File: src/rtl/ext_pkg.sv
// Shared encodings and alignment helper for the load-data extension path.
package ext_pkg;

    localparam logic [1:0] SZ_BYTE  = 2'd0;
    localparam logic [1:0] SZ_HALF  = 2'd1;
    localparam logic [1:0] SZ_WORD  = 2'd2;
    localparam logic [1:0] SZ_DWORD = 2'd3;

    // Offset is widened to 3 bits so one helper serves both 32- and 64-bit words.
    function automatic logic is_aligned(input logic [1:0] size, input logic [2:0] off);
        logic ok;
        case (size)
            SZ_BYTE: ok = 1'b1;
            SZ_HALF: ok = (off[0] == 1'b0);
            SZ_WORD: ok = (off[1:0] == 2'b00);
            default: ok = (off == 3'b000);
        endcase
        return ok;
    endfunction

endpackage

File: src/rtl/lane_extract.sv
// Combinational lane select plus sign/zero extension of a raw memory read word.
module lane_extract #(
    parameter int DATA_WIDTH = 32,
    parameter int OFF_W      = $clog2(DATA_WIDTH/8),
    parameter bit BIG_ENDIAN = 1'b0
) (
    input  logic [DATA_WIDTH-1:0] data,
    input  logic [OFF_W-1:0]      off,
    input  logic [1:0]            size,
    input  logic                  sign_ext,
    output logic [DATA_WIDTH-1:0] ext_data
);

    localparam logic [7:0] DW8    = 8'(DATA_WIDTH);
    localparam logic [7:0] NB_MAX = 8'(DATA_WIDTH/8);

    logic [7:0]            nbytes;
    logic [7:0]            base;
    logic [7:0]            bits;
    logic [7:0]            shamt;
    logic [DATA_WIDTH-1:0] shifted;
    logic [DATA_WIDTH-1:0] mask;
    logic                  fill;

    always_comb begin
        nbytes  = 8'd1 << size;
        base    = 8'(off) & ~(nbytes - 8'd1);
        bits    = nbytes << 3;
        // Big-endian places byte 0 at the top, so the field is counted down from the MSB.
        shamt   = BIG_ENDIAN ? (DW8 - ((base + nbytes) << 3)) : (base << 3);
        shifted = data >> shamt;
        mask    = {DATA_WIDTH{1'b1}} >> (DW8 - bits);
        fill    = sign_ext & (|(shifted & mask & ~(mask >> 1)));
        ext_data = fill ? (shifted | ~mask) : (shifted & mask);
        if (nbytes > NB_MAX) begin
            ext_data = '0;
        end
    end

endmodule

File: src/rtl/load_extender.sv
// MEM/WB load alignment/extension register with stall/flush control and misalignment counter.
module load_extender
    import ext_pkg::*;
#(
    parameter int DATA_WIDTH = 32,
    parameter int OFF_W      = $clog2(DATA_WIDTH/8),
    parameter int RD_W       = 5,
    parameter bit BIG_ENDIAN = 1'b0,
    parameter int CNT_W      = 8
) (
    input  logic                  clk,
    input  logic                  rst_n,
    input  logic                  stall,
    input  logic                  flush,
    input  logic                  in_valid,
    input  logic [DATA_WIDTH-1:0] in_data,
    input  logic [OFF_W-1:0]      in_off,
    input  logic [1:0]            in_size,
    input  logic                  in_signed,
    input  logic [RD_W-1:0]       in_rd,
    output logic                  out_valid,
    output logic [DATA_WIDTH-1:0] out_data,
    output logic [RD_W-1:0]       out_rd,
    output logic                  out_misaligned,
    output logic [CNT_W-1:0]      misalign_cnt
);

    logic [DATA_WIDTH-1:0] ext_data;
    logic                  bad_acc;

    logic                  vld_p1;
    logic                  mis_p1;
    logic [DATA_WIDTH-1:0] data_p1;
    logic [RD_W-1:0]       rd_p1;
    logic [CNT_W-1:0]      cnt_p1;

    lane_extract #(
        .DATA_WIDTH (DATA_WIDTH),
        .OFF_W      (OFF_W),
        .BIG_ENDIAN (BIG_ENDIAN)
    ) u_lane (
        .data     (in_data),
        .off      (in_off),
        .size     (in_size),
        .sign_ext (in_signed),
        .ext_data (ext_data)
    );

    // A dword request on a 32-bit datapath is treated like a misaligned access.
    assign bad_acc = ((in_size == SZ_DWORD) && (DATA_WIDTH == 32)) ||
                     !is_aligned(in_size, 3'(in_off));

    // Stage p0 -> p1: the only register; flush dominates stall and valid.
    always_ff @(posedge clk or negedge rst_n) begin
        if (!rst_n) begin
            vld_p1  <= 1'b0;
            mis_p1  <= 1'b0;
            data_p1 <= '0;
            rd_p1   <= '0;
            cnt_p1  <= '0;
        end else if (flush) begin
            vld_p1 <= 1'b0;
            mis_p1 <= 1'b0;
        end else if (!stall) begin
            vld_p1 <= in_valid;
            mis_p1 <= in_valid & bad_acc;
            if (in_valid) begin
                data_p1 <= bad_acc ? '0 : ext_data;
                rd_p1   <= in_rd;
                if (bad_acc && (cnt_p1 != {CNT_W{1'b1}})) begin
                    cnt_p1 <= cnt_p1 + CNT_W'(1);
                end
            end
        end
    end

    assign out_valid      = vld_p1;
    assign out_misaligned = mis_p1;
    assign out_data       = data_p1;
    assign out_rd         = rd_p1;
    assign misalign_cnt   = cnt_p1;

endmodule

File: config.mk
export PLATFORM = sky130hd
export DESIGN_NAME = load_extender
export DESIGN_NICKNAME = d
export VERILOG_FILES = /design/src/rtl/ext_pkg.sv /design/src/rtl/lane_extract.sv /design/src/rtl/load_extender.sv
export SDC_FILE = /design/constraint.sdc
export NUM_CORES = 1
export LEC_CHECK = 0
export CORE_ASPECT_RATIO = 0.7
export CORE_MARGIN = 5
export CORE_UTILIZATION = 41
export DETAILED_ROUTE_END_ITERATION = 12
export PLACE_DENSITY = 0.83
export SETUP_SLACK_MARGIN = 0.05
export SLEW_MARGIN = 20
export SYNTH_ARGS = -nofsm -noshare
export SYNTH_HDL_FRONTEND = slang
export SYNTH_SLANG_ARGS = --single-unit
File: constraint.sdc
create_clock -name clk -period 1.5 [get_ports clk]
set_input_delay 0.225 -clock clk [delete_from_list [all_inputs] [get_ports clk]]
set_output_delay 0.225 -clock clk [all_outputs]
set_load 0.02 [all_outputs]
==> run metrics <==
outcome finished with violations; failing checks setup timing; Stages on worst setup path 11; Worst setup SP type primary input; CP Buf/Inv Count 5; remaining antenna violation count 0; Fin Clk Skew slightly above 5 ps; Logic pwr share 40.9%; Via density between 6 and 7; Clock Sinks 47; leakage 2.41 nW; die height ~78 um; I/O Buffers 93; Critical Path RT around 1700 ps; later-pin clock latency in the skew report about 310 ps; Layout fillers around 370; clock share of power 20.6%; Max VDD drop between 0.4 and 0.5 mV; Die ar. 0.00834 mm2; CORE AREA about 0.0063 mm2; CP Class primary input to flip-flop; Inserted Clock Buffers 5; Worst path most repeated cell buf_4; vias in the first global route between 3000 and 4000; clk slew on worst S/H paths about 100 ps; Max Clock Freq about 520 MHz; Power Dens Cells 843 mW/mm2; global-route wire length before repair around 16000 um; Hold Vio Cnt, Final 0; root buf cell clkbuf_8; delay-heaviest family, CP buffers and inverters; number of I/O pins 94; R2R Setup Slk -70 ps; post-synth top area share 43.5%; 1st-pass router iterations 5; Post-DP HPWL 7150 um; nets approximately 500; syn avg cell area about 9.7 um2; vias after detailed routing ~3200; FF-to-FF End misalign_cnt[5]; initial core utilization ~43%; Synth area leader dfrtp_1; Slew headroom 73.2%; Worst Slack Setup Final -434 ps; unrepaired setup endpoints after global routing true; Min-Delay Path Class primary input to flip-flop; worst path cell trace buf_6, buf_4, ha_1, buf_4, nor2_1, mux2i_1, o211ai_1, buf_4, o2111ai_4, buf_6, o211ai_1; crit path capture out_data[18]; Cell variety after synth 42; fraction of layout cells with a size suffix above 1 31.7%; Sw Ratio 36.7%; total track usage roughly 24%; Crit-path slowest cell o211ai_1; Slew @ Worst Pin 400 ps; Cells after Synth 279; number of diodes 0; # rows 24; drt initial violations approximately 190; reg2reg path depth 6; final std cells w/o fill between 500 and 600; CTS tree built; setup violators final 40; Post-Synthesis Net Count around 330; FF+latch count, synth between 40 and 50; sequential share of the synthesized area 43.5%; H-tree levels 2; min Tclk post-route just under 2000 ps; initial antenna violation count 0; total chip power 4.09 mW; Warnings, synthesis 0; Area Growth Syn to Fin 79.4%; Mapped Area about 0.0027 mm2; final worst-path cycle share 129%; Max Cap Viol 0; Bufs on Longest Clock Path 2; GRT overflow 0; Placer Congestion roughly 0.85; Setup crit start in_size[0]; Psw between 1 and 1.5 mW; Critical Path AT around 2200 ps; Largest stage delay, worst path between 200 and 300 ps; CP max FO 8; Int Pwr 2.59 mW; Critical Path End Type flip-flop; wire per inst around 22 um; Slew Viols, Final 0; total routed wirelength between 10000 and 15000 um; placed insts between 400 and 500; Die X around 110 um; reg2reg start misalign_cnt[0]; DRC viols 0; largest net degree at the start of global routing between 40 and 50; Synth area leaders dfrtp_1, mux2i_1, nand2_1, o21ai_0, ha_1; power share of the sequential group 38.5%
-- Yosys cell counts --
| cell type | instances |
|---|---|
| o2111ai_1 | 7 |
| clkbuf_1 | 7 |
| nor3b_1 | 2 |
| nor4b_1 | 2 |
| nor2b_1 | 3 |
| nor3_1 | 2 |
| ha_1 | 8 |
| a22o_1 | 1 |
| clkinv_1 | 1 |
| dfrtp_1 | 47 |
| a311oi_2 | 1 |
| or3b_2 | 1 |
| o21ai_0 | 21 |
| mux2i_1 | 31 |
| o2111ai_2 | 2 |
| nor2_1 | 9 |
| o21ai_2 | 1 |
| a211o_1 | 1 |
| a22oi_1 | 7 |
| and3_1 | 1 |
| a21oi_1 | 5 |
| a211oi_4 | 1 |
| buf_1 | 3 |
| mux2_2 | 1 |
| a2111oi_2 | 1 |
| inv_1 | 5 |
| a31o_2 | 1 |
| nand3_1 | 11 |
| or3_4 | 1 |
| a21boi_0 | 2 |
| buf_2 | 4 |
| xor2_1 | 7 |
| nor4_1 | 2 |
| a32o_1 | 1 |
| inv_2 | 1 |
| a2111oi_4 | 1 |
| nand3_2 | 1 |
| and2_1 | 1 |
| nand2_1 | 56 |
| a31oi_1 | 8 |
| nand4_1 | 1 |
| o211ai_1 | 10 |
-- routing by layer --
metal  vias up  track usage [%]  part of all wire [%]
met5         -                0                     0
met4         0             5.75                   3.4
met3        53             6.80                    11
met2       252             39.4                    46
met1      1533             32.4                    40
li1       1344                -                     -
-- cells by family after synthesis --
kind of cell	after synthesis	synth area share, %
muxes	32	11.9
DFF	47	43.5
and+or+nand+nor	93	15.6
adders and majority gates	8	3.71
buffers and inverters	21	3.10
xor gates and xnor gates	7	2.27
AOI/OAI and AO/OA	71	19.9
-- state kept, by name, indices dropped and copies added, names as in the netlist --
register,cells
out_misaligned,1
out_rd,5
out_valid,1
out_data,32
misalign_cnt,8
-- layout by cell type, fill, tap and decap left out, drive strengths merged, types with 2 or more instances in the layout --
cell type / count
dlygate4sd2: 45
o211ai: 10
a31oi: 8
nor4: 2
dlymetal6s2s: 2
a22oi: 7
nor4b: 2
a21oi: 5
clkbuf: 10
a2111oi: 2
xor2: 7
ha: 8
buf: 71
inv: 6
dfrtp: 47
clkdlybuf4s50: 41
nand3: 12
mux2i: 31
nor2: 9
clkinv: 2
nor3b: 2
o2111ai: 9
nor2b: 3
o21ai: 22
a21boi: 2
clkdlybuf4s15: 2
nor3: 2
nand2: 56
-- layout make-up --
type	count	area (um2)	area share [%]
Clock inverter	1	5.00	0.103
Clock buffer	7	86.3	1.78
Tap cell	78	97.6	2.01
Sequential cell	47	1180	24.3
Multi-Input combinational cell	211	1810	37.4
Timing Repair Buffer	165	1620	33.4
Inverter	7	52.6	1.08
-- repair_timing --
action | CTS | global route
gates resized for setup | 96 | 51
endpoints found under the hold margin | 47 | 0
pin swaps | 17 | 13
hold buffers | 1 | 0
gates cloned | 0 | 2
setup buffers | 5 | 8
endpoints found under the setup margin | 93 | 48
-- worst register-to-register path, delay by kind of cell (launching register included) --
kind | cells | cell delay [ps]
flip-flops | 1 | 370
adder cells (fa/ha/maj) | 1 | 200
buffers and inverters | 1 | 240
XOR/XNOR | 1 | 150
AND/OR/NAND/NOR | 3 | 490
-- power by group through the flow --
stage | Combinational, mW | Clock (mW) | Sequential, mW
finish | 1.67 | 0.842 | 1.57
detailed placement | 1.54 | 0 | 1.59
global placement | 1.50 | 0 | 1.58
CTS | 1.49 | 0.817 | 1.56
global route | 1.76 | 0.895 | 1.59
floorplan | 0.468 | 0 | 1.80
-- through the flow --
stage	setup TNS (ps)	setup slack, ps	utilization [%]	instance area, um2	hold WS [ps]
CTS	-10090	-307	72.3	4560	440
global placement	-40940	-1010	69.0	4350	223
floorplan	-14580	-510	-	2910	-70.6
finish	-9420	-434	76.9	4850	430
detailed placement	-44450	-1100	69.0	4350	235
global route	-11850	-498	76.9	4850	440
-- worst min path at each step --
stage / endpoint / slack [ps] / cells after the start / startpoint
5_1_grt: out_rd[0] / 440 / 3 / in_rd[0]
4_1_cts: out_rd[4] / 440 / 3 / in_rd[4]
3_3_place_gp: misalign_cnt[2] / 220 / 2 / rst_n
6_report: out_rd[4] / 430 / 3 / in_rd[4]
3_5_place_dp: out_valid / 240 / 2 / rst_n
2_1_floorplan: misalign_cnt[0] / -70 / 0 / rst_n
Power figures use the tool's default switching activity.
